**config.mk**
```make
export PLATFORM = sky130hd
export DESIGN_NAME = uart_tx_frame_serializer
export DESIGN_NICKNAME = d
export VERILOG_FILES = /design/src/rtl/uart_tx_pkg.sv /design/src/rtl/uart_parity_calc.sv /design/src/rtl/uart_tx_frame_serializer.sv
export SDC_FILE = /design/constraint.sdc
export NUM_CORES = 1
export LEC_CHECK = 0
export CORE_MARGIN = 3
export CORE_UTILIZATION = 33
export CTS_CLUSTER_SIZE = 10
export DETAILED_ROUTE_END_ITERATION = 8
export DONT_BUFFER_PORTS = 1
export GPL_TIMING_DRIVEN = 0
export PLACE_DENSITY = 0.44
export REMOVE_ABC_BUFFERS = 1
export SYNTH_ARGS = -nofsm -noshare
export SYNTH_HDL_FRONTEND = slang
export SYNTH_SLANG_ARGS = --single-unit
```
**constraint.sdc**
```tcl
create_clock -name CLK -period 3.1 [get_ports CLK]
set_clock_uncertainty 0.05 [all_clocks]
set_input_delay 0.93 -clock CLK [delete_from_list [all_inputs] [get_ports CLK]]
set_output_delay 0.93 -clock CLK [all_outputs]
set_load 0.01 [all_outputs]
```
**src/rtl/uart_tx_pkg.sv**
```systemverilog
// Shared constants for the UART transmit path: FSM state encoding and
// parity-type selectors.
package uart_tx_pkg;

    // Frame FSM state encoding
    localparam logic [2:0] IDLE   = 3'd0;
    localparam logic [2:0] START  = 3'd1;
    localparam logic [2:0] DATA   = 3'd2;
    localparam logic [2:0] PARITY = 3'd3;
    localparam logic [2:0] STOP   = 3'd4;

    // Parity type select (PAR_TYP input)
    localparam logic PAR_EVEN = 1'b0;
    localparam logic PAR_ODD  = 1'b1;

endpackage

```
**src/rtl/uart_parity_calc.sv**
```systemverilog
// Combinational parity generator: even parity makes the total count of ones
// (data + parity) even, odd parity makes it odd.
module uart_parity_calc
    import uart_tx_pkg::*;
#(
    parameter int DATA_WIDTH = 8
) (
    input  logic [DATA_WIDTH-1:0] data,
    input  logic                  par_typ,
    output logic                  par_bit
);

    // Reduction XOR of the word, inverted for odd parity
    always_comb begin
        par_bit = ^data;
        case (par_typ)
            PAR_EVEN: par_bit = ^data;
            PAR_ODD:  par_bit = ~^data;
        endcase
    end

endmodule

```
**src/rtl/uart_tx_frame_serializer.sv**
```systemverilog
// UART transmit frame engine. Sends start bit, DATA_WIDTH data bits LSB
// first, optional parity and STOP_BITS stop bits, advancing one bit per TICK.
// The word, parity enable and parity bit are captured at acceptance so host
// changes during a frame have no effect. A word presented on the final stop
// tick is accepted directly, giving back-to-back frames with no idle gap.
module uart_tx_frame_serializer
    import uart_tx_pkg::*;
#(
    parameter int DATA_WIDTH = 8,
    parameter int STOP_BITS  = 1
) (
    input  logic                  CLK,
    input  logic                  RST,
    input  logic                  TICK,
    input  logic [DATA_WIDTH-1:0] P_DATA,
    input  logic                  DATA_VALID,
    input  logic                  PAR_EN,
    input  logic                  PAR_TYP,
    output logic                  DATA_ACK,
    output logic                  BUSY,
    output logic                  TX_OUT
);

    localparam int CNT_W = $clog2(DATA_WIDTH);
    localparam logic [CNT_W-1:0] LAST_DATA = CNT_W'(DATA_WIDTH - 1);
    localparam logic [CNT_W-1:0] LAST_STOP = CNT_W'(STOP_BITS - 1);

    // Reject illegal configurations at elaboration
    generate
        if (DATA_WIDTH < 5 || DATA_WIDTH > 9) begin : g_bad_width
            $error("uart_tx_frame_serializer: DATA_WIDTH must be 5..9");
        end
        if (STOP_BITS != 1 && STOP_BITS != 2) begin : g_bad_stop
            $error("uart_tx_frame_serializer: STOP_BITS must be 1 or 2");
        end
    endgenerate

    logic [2:0]            state;
    logic [CNT_W-1:0]      bit_cnt;    // data-bit index in DATA, stop-bit index in STOP
    logic [DATA_WIDTH-1:0] shreg;      // remaining data bits, next one at [0]
    logic                  par_en_q;
    logic                  par_q;
    logic                  par_bit;
    logic                  last_stop;
    logic                  accept;

    uart_parity_calc #(
        .DATA_WIDTH (DATA_WIDTH)
    ) u_parity (
        .data    (P_DATA),
        .par_typ (PAR_TYP),
        .par_bit (par_bit)
    );

    // A word is taken on a tick in IDLE or on the final stop-bit tick
    always_comb begin
        last_stop = (state == STOP) && (bit_cnt == LAST_STOP);
        accept    = TICK && DATA_VALID && ((state == IDLE) || last_stop);
    end

    // Frame FSM, bit counter, data shifter and registered serial outputs
    always_ff @(posedge CLK) begin
        if (RST) begin
            state    <= IDLE;
            bit_cnt  <= '0;
            shreg    <= '0;
            par_en_q <= 1'b0;
            par_q    <= 1'b0;
            TX_OUT   <= 1'b1;
            BUSY     <= 1'b0;
            DATA_ACK <= 1'b0;
        end else begin
            DATA_ACK <= 1'b0;
            if (accept) begin
                state    <= START;
                bit_cnt  <= '0;
                shreg    <= P_DATA;
                par_en_q <= PAR_EN;
                par_q    <= par_bit;
                TX_OUT   <= 1'b0;
                BUSY     <= 1'b1;
                DATA_ACK <= 1'b1;
            end else if (TICK) begin
                case (state)
                    START: begin
                        state   <= DATA;
                        bit_cnt <= '0;
                        TX_OUT  <= shreg[0];
                        shreg   <= shreg >> 1;
                    end
                    DATA: begin
                        if (bit_cnt != LAST_DATA) begin
                            bit_cnt <= bit_cnt + 1'b1;
                            TX_OUT  <= shreg[0];
                            shreg   <= shreg >> 1;
                        end else if (par_en_q) begin
                            state  <= PARITY;
                            TX_OUT <= par_q;
                        end else begin
                            state   <= STOP;
                            bit_cnt <= '0;
                            TX_OUT  <= 1'b1;
                        end
                    end
                    PARITY: begin
                        state   <= STOP;
                        bit_cnt <= '0;
                        TX_OUT  <= 1'b1;
                    end
                    STOP: begin
                        if (bit_cnt != LAST_STOP) begin
                            bit_cnt <= bit_cnt + 1'b1;
                        end else begin
                            state   <= IDLE;
                            bit_cnt <= '0;
                            BUSY    <= 1'b0;
                        end
                        TX_OUT <= 1'b1;
                    end
                    default: begin
                        // IDLE, or recovery from an unused encoding
                        state   <= IDLE;
                        bit_cnt <= '0;
                        TX_OUT  <= 1'b1;
                        BUSY    <= 1'b0;
                    end
                endcase
            end
        end
    end

endmodule

```
# Word-level counts from Yosys, hierarchy flattened
# Index checks and enable logic that the tools add are counted.
# op_classes
n_shift	0
eq_ne	12
n_bitwise	1
div	0
reduce_logical	18
muxes	25
mul	0
addsub	1
magnitude_cmp	0
# ops
op	count
$mux 8	3
$mux 3	6
$pmux 8 s2	1
$ne 3x3->1 const B	5
$pmux 3 s4	1
$reduce_and 3->1	4
$mux 1	10
$reduce_xnor 8->1	1
$reduce_xor 8->1	1
$eq 3x2->1 const B	2
$logic_not 3->1	2
$pmux 1 s2	3
$pmux 3 s2	1
$reduce_bool 3->1	2
$ne 2x2->1 const B	2
$add 3x1->3 const B	1
$eq 3x1->1 const B	1
$eq 3x3->1 const B	1
$logic_and 1x1->1	3
$reduce_or 3->1	1
$ne 2x1->1 const B	1
$reduce_and 2->1	1
$reduce_bool 2->1	1
$reduce_or 2->1	1
other kinds (2)	2
# word_totals
mem_bits_rw	0
reg_bits	19
mem_bits_ro	0
latchBits	0
output_inout_bits	3
in_bits	14
wordCells	66
memories	0

# Logic depth before layout (Yosys ltp)
# depth
ltp_word	6
ltp_mapped	8
depth_no_buf	7

# Hierarchy
# Synthesis repeated with hierarchy kept, for this count alone.
# unflattened
cells_unflattened	122
area_unflattened_um2	1084.8
# by_module_without_submodules
module	n_inst	cells_per_inst	area_per_inst_um2	seq_area_each_um2
uart_tx_frame_serializer	1	115	1002.2	380.4
uart_parity_calc	1	7	82.6	0.0

# Least setup slack after synthesis
# Ideal clock, no wire load.
# synth_timing
kind	input to register
from	input port DATA_VALID
to	register shreg[1]
setup_time_ns	0.086
arrival_time_ns	2.127
n_path_buf	1
cell_stages	6
path_slack_ns	0.837
t_required_ns	2.964
path_cell_list	inv_1 > a2111oi_4 > nand2_1 > buf_2 > mux2i_1 > a211oi_1
# synth_between
elab_chain_len	4
elab_cells_between_ends	7
classes_between	eq/ne (1); mux (1); reduce/logical (5)
# synth_lines
element	line_no	text
from (decl)	uart_tx_frame_serializer.sv:16	input logic DATA_VALID,
$logic_and 1x1->1 (*) (2 in a row)	uart_tx_frame_serializer.sv:58	accept = TICK && DATA_VALID && ((state == IDLE) || last_stop);
$ne 3x3->1 (no source line), or another cell as far along	--	
$reduce_and 3->1 (no source line)	--	
to (signal assigned)	uart_tx_frame_serializer.sv:89	shreg <= shreg >> 1;
to (signal assigned)	uart_tx_frame_serializer.sv:95	shreg <= shreg >> 1;
to (decl)	uart_tx_frame_serializer.sv:40	logic [DATA_WIDTH-1:0] shreg;
# Every way passes the cells marked *; elsewhere a longest branch is shown, timed or not.
# A chain may end at the register's enable or synchronous reset.

# Worst setup path in the final report
# layout_timing
from	register bit_cnt[0]
to	register shreg[5]
# layout_between
elab_chain_len	6
elab_cells_between_ends	10
classes_between	eq/ne (2); mux (1); reduce/logical (7)
# layout_lines
element	line_no	text
from (decl)	uart_tx_frame_serializer.sv:39	logic [CNT_W-1:0] bit_cnt;
from (signal assigned)	uart_tx_frame_serializer.sv:93	bit_cnt <= bit_cnt + 1'b1;
from (signal assigned)	uart_tx_frame_serializer.sv:112	bit_cnt <= bit_cnt + 1'b1;
$logic_not 3->1	uart_tx_frame_serializer.sv:57	last_stop = (state == STOP) && (bit_cnt == LAST_STOP);
$logic_and 1x1->1	uart_tx_frame_serializer.sv:57	
$logic_or 1x1->1	uart_tx_frame_serializer.sv:58	
$logic_and 1x1->1	uart_tx_frame_serializer.sv:58	
$ne 3x3->1 (no source line), or another cell as far along	--	
$reduce_and 3->1 (no source line)	--	
# Parallel ways exist; a longest one is shown, timed or not.

==> run_summary.xml <==
<?xml version="1.0" encoding="UTF-8"?>
<metrics>
  <group name="synthesis">
    <metric name="post_synth_main_area_contributors" unit="">dfxtp_1 36%, mux2i_1 8.4%, a211oi_1 6.3%</metric>
    <metric name="post_synth_instance_area" unit="um^2">1070</metric>
    <metric name="synth_seq_cells" unit="">19</metric>
    <metric name="count_of_cell_types_in_the_netlist" unit="">34</metric>
    <metric name="ys.warnings.count" unit="">0</metric>
    <metric name="synth_area_per_cell" unit="um^2">9.00</metric>
    <metric name="post_synth_inst_count" unit="">119</metric>
    <metric name="post-synth-top-area-cell" unit="">dfxtp_1</metric>
    <metric name="netlist.area_leader.share" unit="%">35.5</metric>
    <metric name="synth_sequential_area_ratio" unit="%">35.5</metric>
  </group>
  <group name="routing">
    <metric name="avgViaCountPerCell" unit="">4.98</metric>
    <metric name="wirelength" unit="mm">2.13</metric>
    <metric name="avgRoutedWirePerCell" unit="um">13.3</metric>
    <metric name="firstDrtPassIters" unit="">4</metric>
    <metric name="initialDrtViolationCount" unit="">29</metric>
    <metric name="drt.antenna.violating_nets" unit="">0</metric>
    <metric name="vias" unit="">796</metric>
    <metric name="post-route-drc-count" unit="">0</metric>
  </group>
  <group name="worst_setup_path">
    <metric name="critical_path_arrival" unit="ns">2.60</metric>
    <metric name="worstRegToRegCells" unit="">7</metric>
    <metric name="worstPathMaxFanout" unit="">12</metric>
    <metric name="setup.worst_path.class" unit="">register to register</metric>
    <metric name="setup.worst_path.start_class" unit="">register</metric>
    <metric name="crit_required" unit="ns">3.26</metric>
    <metric name="critPathCaptureType" unit="">register</metric>
  </group>
  <group name="global_routing">
    <metric name="grtUsageTotal" unit="%">11.4</metric>
    <metric name="grt_pass1_vias" unit="">797</metric>
    <metric name="largest_net_degree_at_the_start_of_global_routing" unit="">16</metric>
    <metric name="overflow" unit="">0</metric>
    <metric name="antenna_found_initial" unit="">0</metric>
    <metric name="grt_pass1_wl" unit="mm">3.55</metric>
  </group>
  <group name="power">
    <metric name="leakage" unit="nW">0.419</metric>
    <metric name="ir_drop" unit="uV">167</metric>
    <metric name="totalPowerFinal" unit="mW">0.502</metric>
    <metric name="powerDensity" unit="nW/um^2">454</metric>
  </group>
  <group name="sta">
    <metric name="final.setup.tns" unit="ns">0</metric>
    <metric name="final_count_of_pins_violating_max_slew" unit="">0</metric>
    <metric name="post-route-min-period" unit="ns">2.45</metric>
    <metric name="max_slew_margin" unit="%">60.0</metric>
    <metric name="tightestPinTransition" unit="ns">0.599</metric>
    <metric name="hold_viol" unit="">0</metric>
    <metric name="setup-violations-final" unit="">0</metric>
    <metric name="post-route-period-util" unit="%">78.9</metric>
    <metric name="rsz0062_at_grt" unit="">no</metric>
    <metric name="timing.fmax" unit="MHz">409</metric>
  </group>
  <group name="place">
    <metric name="place_inst" unit="">156</metric>
    <metric name="place_congestion" unit="">0.758</metric>
    <metric name="hpwl" unit="mm">1.50</metric>
    <metric name="port_buffers" unit="">0</metric>
    <metric name="place_area" unit="um^2">1080</metric>
  </group>
  <group name="min_path">
    <metric name="worstHoldPathType" unit="">register to register</metric>
    <metric name="worst_hold_path.num_cells" unit="">2</metric>
  </group>
  <group name="die">
    <metric name="core.rowCount" unit="">20</metric>
    <metric name="floorplan.die.width" unit="um">63.0</metric>
    <metric name="floorplan.initialDensity" unit="%">34.8</metric>
    <metric name="ios" unit="">17</metric>
    <metric name="floorplan_die_area" unit="um^2">3970</metric>
    <metric name="chipHeight" unit="um">63.0</metric>
    <metric name="area_of_the_core" unit="um^2">3080</metric>
  </group>
  <group name="final_layout">
    <metric name="area.sequential" unit="um^2">380</metric>
    <metric name="multi_input_area" unit="um^2">617</metric>
    <metric name="final_area" unit="um^2">1110</metric>
    <metric name="diodes" unit="">0</metric>
    <metric name="final_net_count" unit="">134</metric>
    <metric name="layout_commonest_cell" unit="">dfxtp_1</metric>
    <metric name="fillerInstances" unit="">336</metric>
    <metric name="most-common-layout-cells" unit="">19 x dfxtp_1, 18 x nor2_1, 9 x a21oi_1, 9 x mux2i_1, 9 x a211oi_1</metric>
    <metric name="post-route-util" unit="%">35.9</metric>
    <metric name="area_grow_syn2layout" unit="%">3.27</metric>
    <metric name="layoutNonFillerInstCount" unit="">160</metric>
    <metric name="fraction_of_final_layout_cells_with_drive_strength_greater_than_1" unit="%">6.90</metric>
  </group>
  <group name="cts">
    <metric name="insertion_delay" unit="ns">0.29</metric>
    <metric name="cts_hold_buffers_added" unit="">0</metric>
    <metric name="tritoncts" unit="">yes</metric>
    <metric name="cts.sink_count" unit="">19</metric>
    <metric name="cts-buffers-inserted" unit="">3</metric>
    <metric name="clock_pin_slew_worst_setup_and_hold_paths" unit="ns">0.11</metric>
    <metric name="number_of_gates_given_a_new_drive_strength_after_cts" unit="">0</metric>
    <metric name="count_of_buffers_added_by_post_cts_timing_repair_for_setup" unit="">0</metric>
    <metric name="root_buffer" unit="">clkbuf_4</metric>
    <metric name="htree_levels" unit="">1</metric>
    <metric name="cts_max_path_buffers" unit="">2</metric>
  </group>
  <group name="job">
    <metric name="drv_cap" unit="">0</metric>
  </group>
  <group name="run_status">
    <metric name="outcome" unit="">complete, no violations</metric>
  </group>
</metrics>
## final timing paths
kind	startpoint	to	slack, ns
max	bit_cnt[0]	shreg[5]	0.65
min reg2reg	bit_cnt[2]	bit_cnt[2]	0.43
max reg2reg	bit_cnt[0]	shreg[5]	0.65
min	bit_cnt[2]	bit_cnt[2]	0.43
## worst max-delay path, stage by stage (launching register included)
cell and delay (ns):
dfxtp_1 0.36, inv_1 0.06, ha_1 0.19, nand2b_4 0.09
a2111oi_4 0.59, nand2_1 0.52, mux2i_1 0.23, a211oi_1 0.28
## layout make-up
type                            count  area share, %
Clock buffer                        3           2.04
Sequential cell                    19           34.4
Multi-Input combinational cell     86           55.8
Inverter                            7           2.38
Clock inverter                      1          0.452
Tap cell                           44           4.98
## flip-flops by register name, summed over array words and instances, names as in the netlist
register / count
bit_cnt: 3
BUSY: 1
state: 3
shreg: 8
par_q: 1
DATA_ACK: 1
TX_OUT: 1
par_en_q: 1
## where the power goes
| group | leakage (nW) | internal [mW] | switching (mW) |
|---|---|---|---|
| Sequential | 0.156 | 0.262 | 0.0170 |
| Combinational | 0.246 | 0.0484 | 0.0471 |
| Clock | 0.0177 | 0.0480 | 0.0793 |
## layer usage
layer	wire (um)	vias to the layer above	global-route usage, %
met1	1030	362	14.5
met5	0	-	0
li1	-	415	-
met4	38	0	5.79
met2	935	15	17.4
met3	121	4	3.42
## through the flow
step / hold WS (ns) / setup WS [ns]
after detailed placement: 0.419 / 0.417
after CTS: 0.437 / 0.672
after global placement: 0.412 / 0.456
after global routing: 0.471 / 0.417
after floorplan: 0.400 / 0.757
final: 0.434 / 0.654
## cell usage after synthesis
master / n
a2111oi_4: 1
a211oi_1: 9
a21oi_1: 9
a21oi_2: 1
a221o_1: 1
a31oi_1: 1
a32oi_1: 1
buf_2: 1
buf_6: 1
buf_8: 1
clkbuf_1: 3
clkbuf_2: 1
dfxtp_1: 19
ha_1: 3
inv_1: 7
mux2i_1: 9
nand2_1: 3
nand2b_1: 3
nand2b_4: 1
nand3_1: 5
nand4b_1: 1
nor2_1: 18
nor3b_1: 1
nor4_1: 1
nor4b_1: 1
o211ai_1: 1
o21a_4: 1
o21ai_0: 4
o21ai_1: 1
o21bai_1: 1
or3b_1: 1
xnor2_1: 6
xnor3_1: 1
xor2_1: 1
## cell families after synthesis
kind of cell             synth area share, %
flip-flops                              35.5
AO/OA/AOI/OAI                           21.4
adder cells (fa/ha/maj)                 3.51
AND/OR/NAND/NOR                         16.5
XOR/XNOR                                7.83
multiplexers                            8.41
buffers and inverters                   6.89
Note: power is estimated with default switching activity, not from simulation.
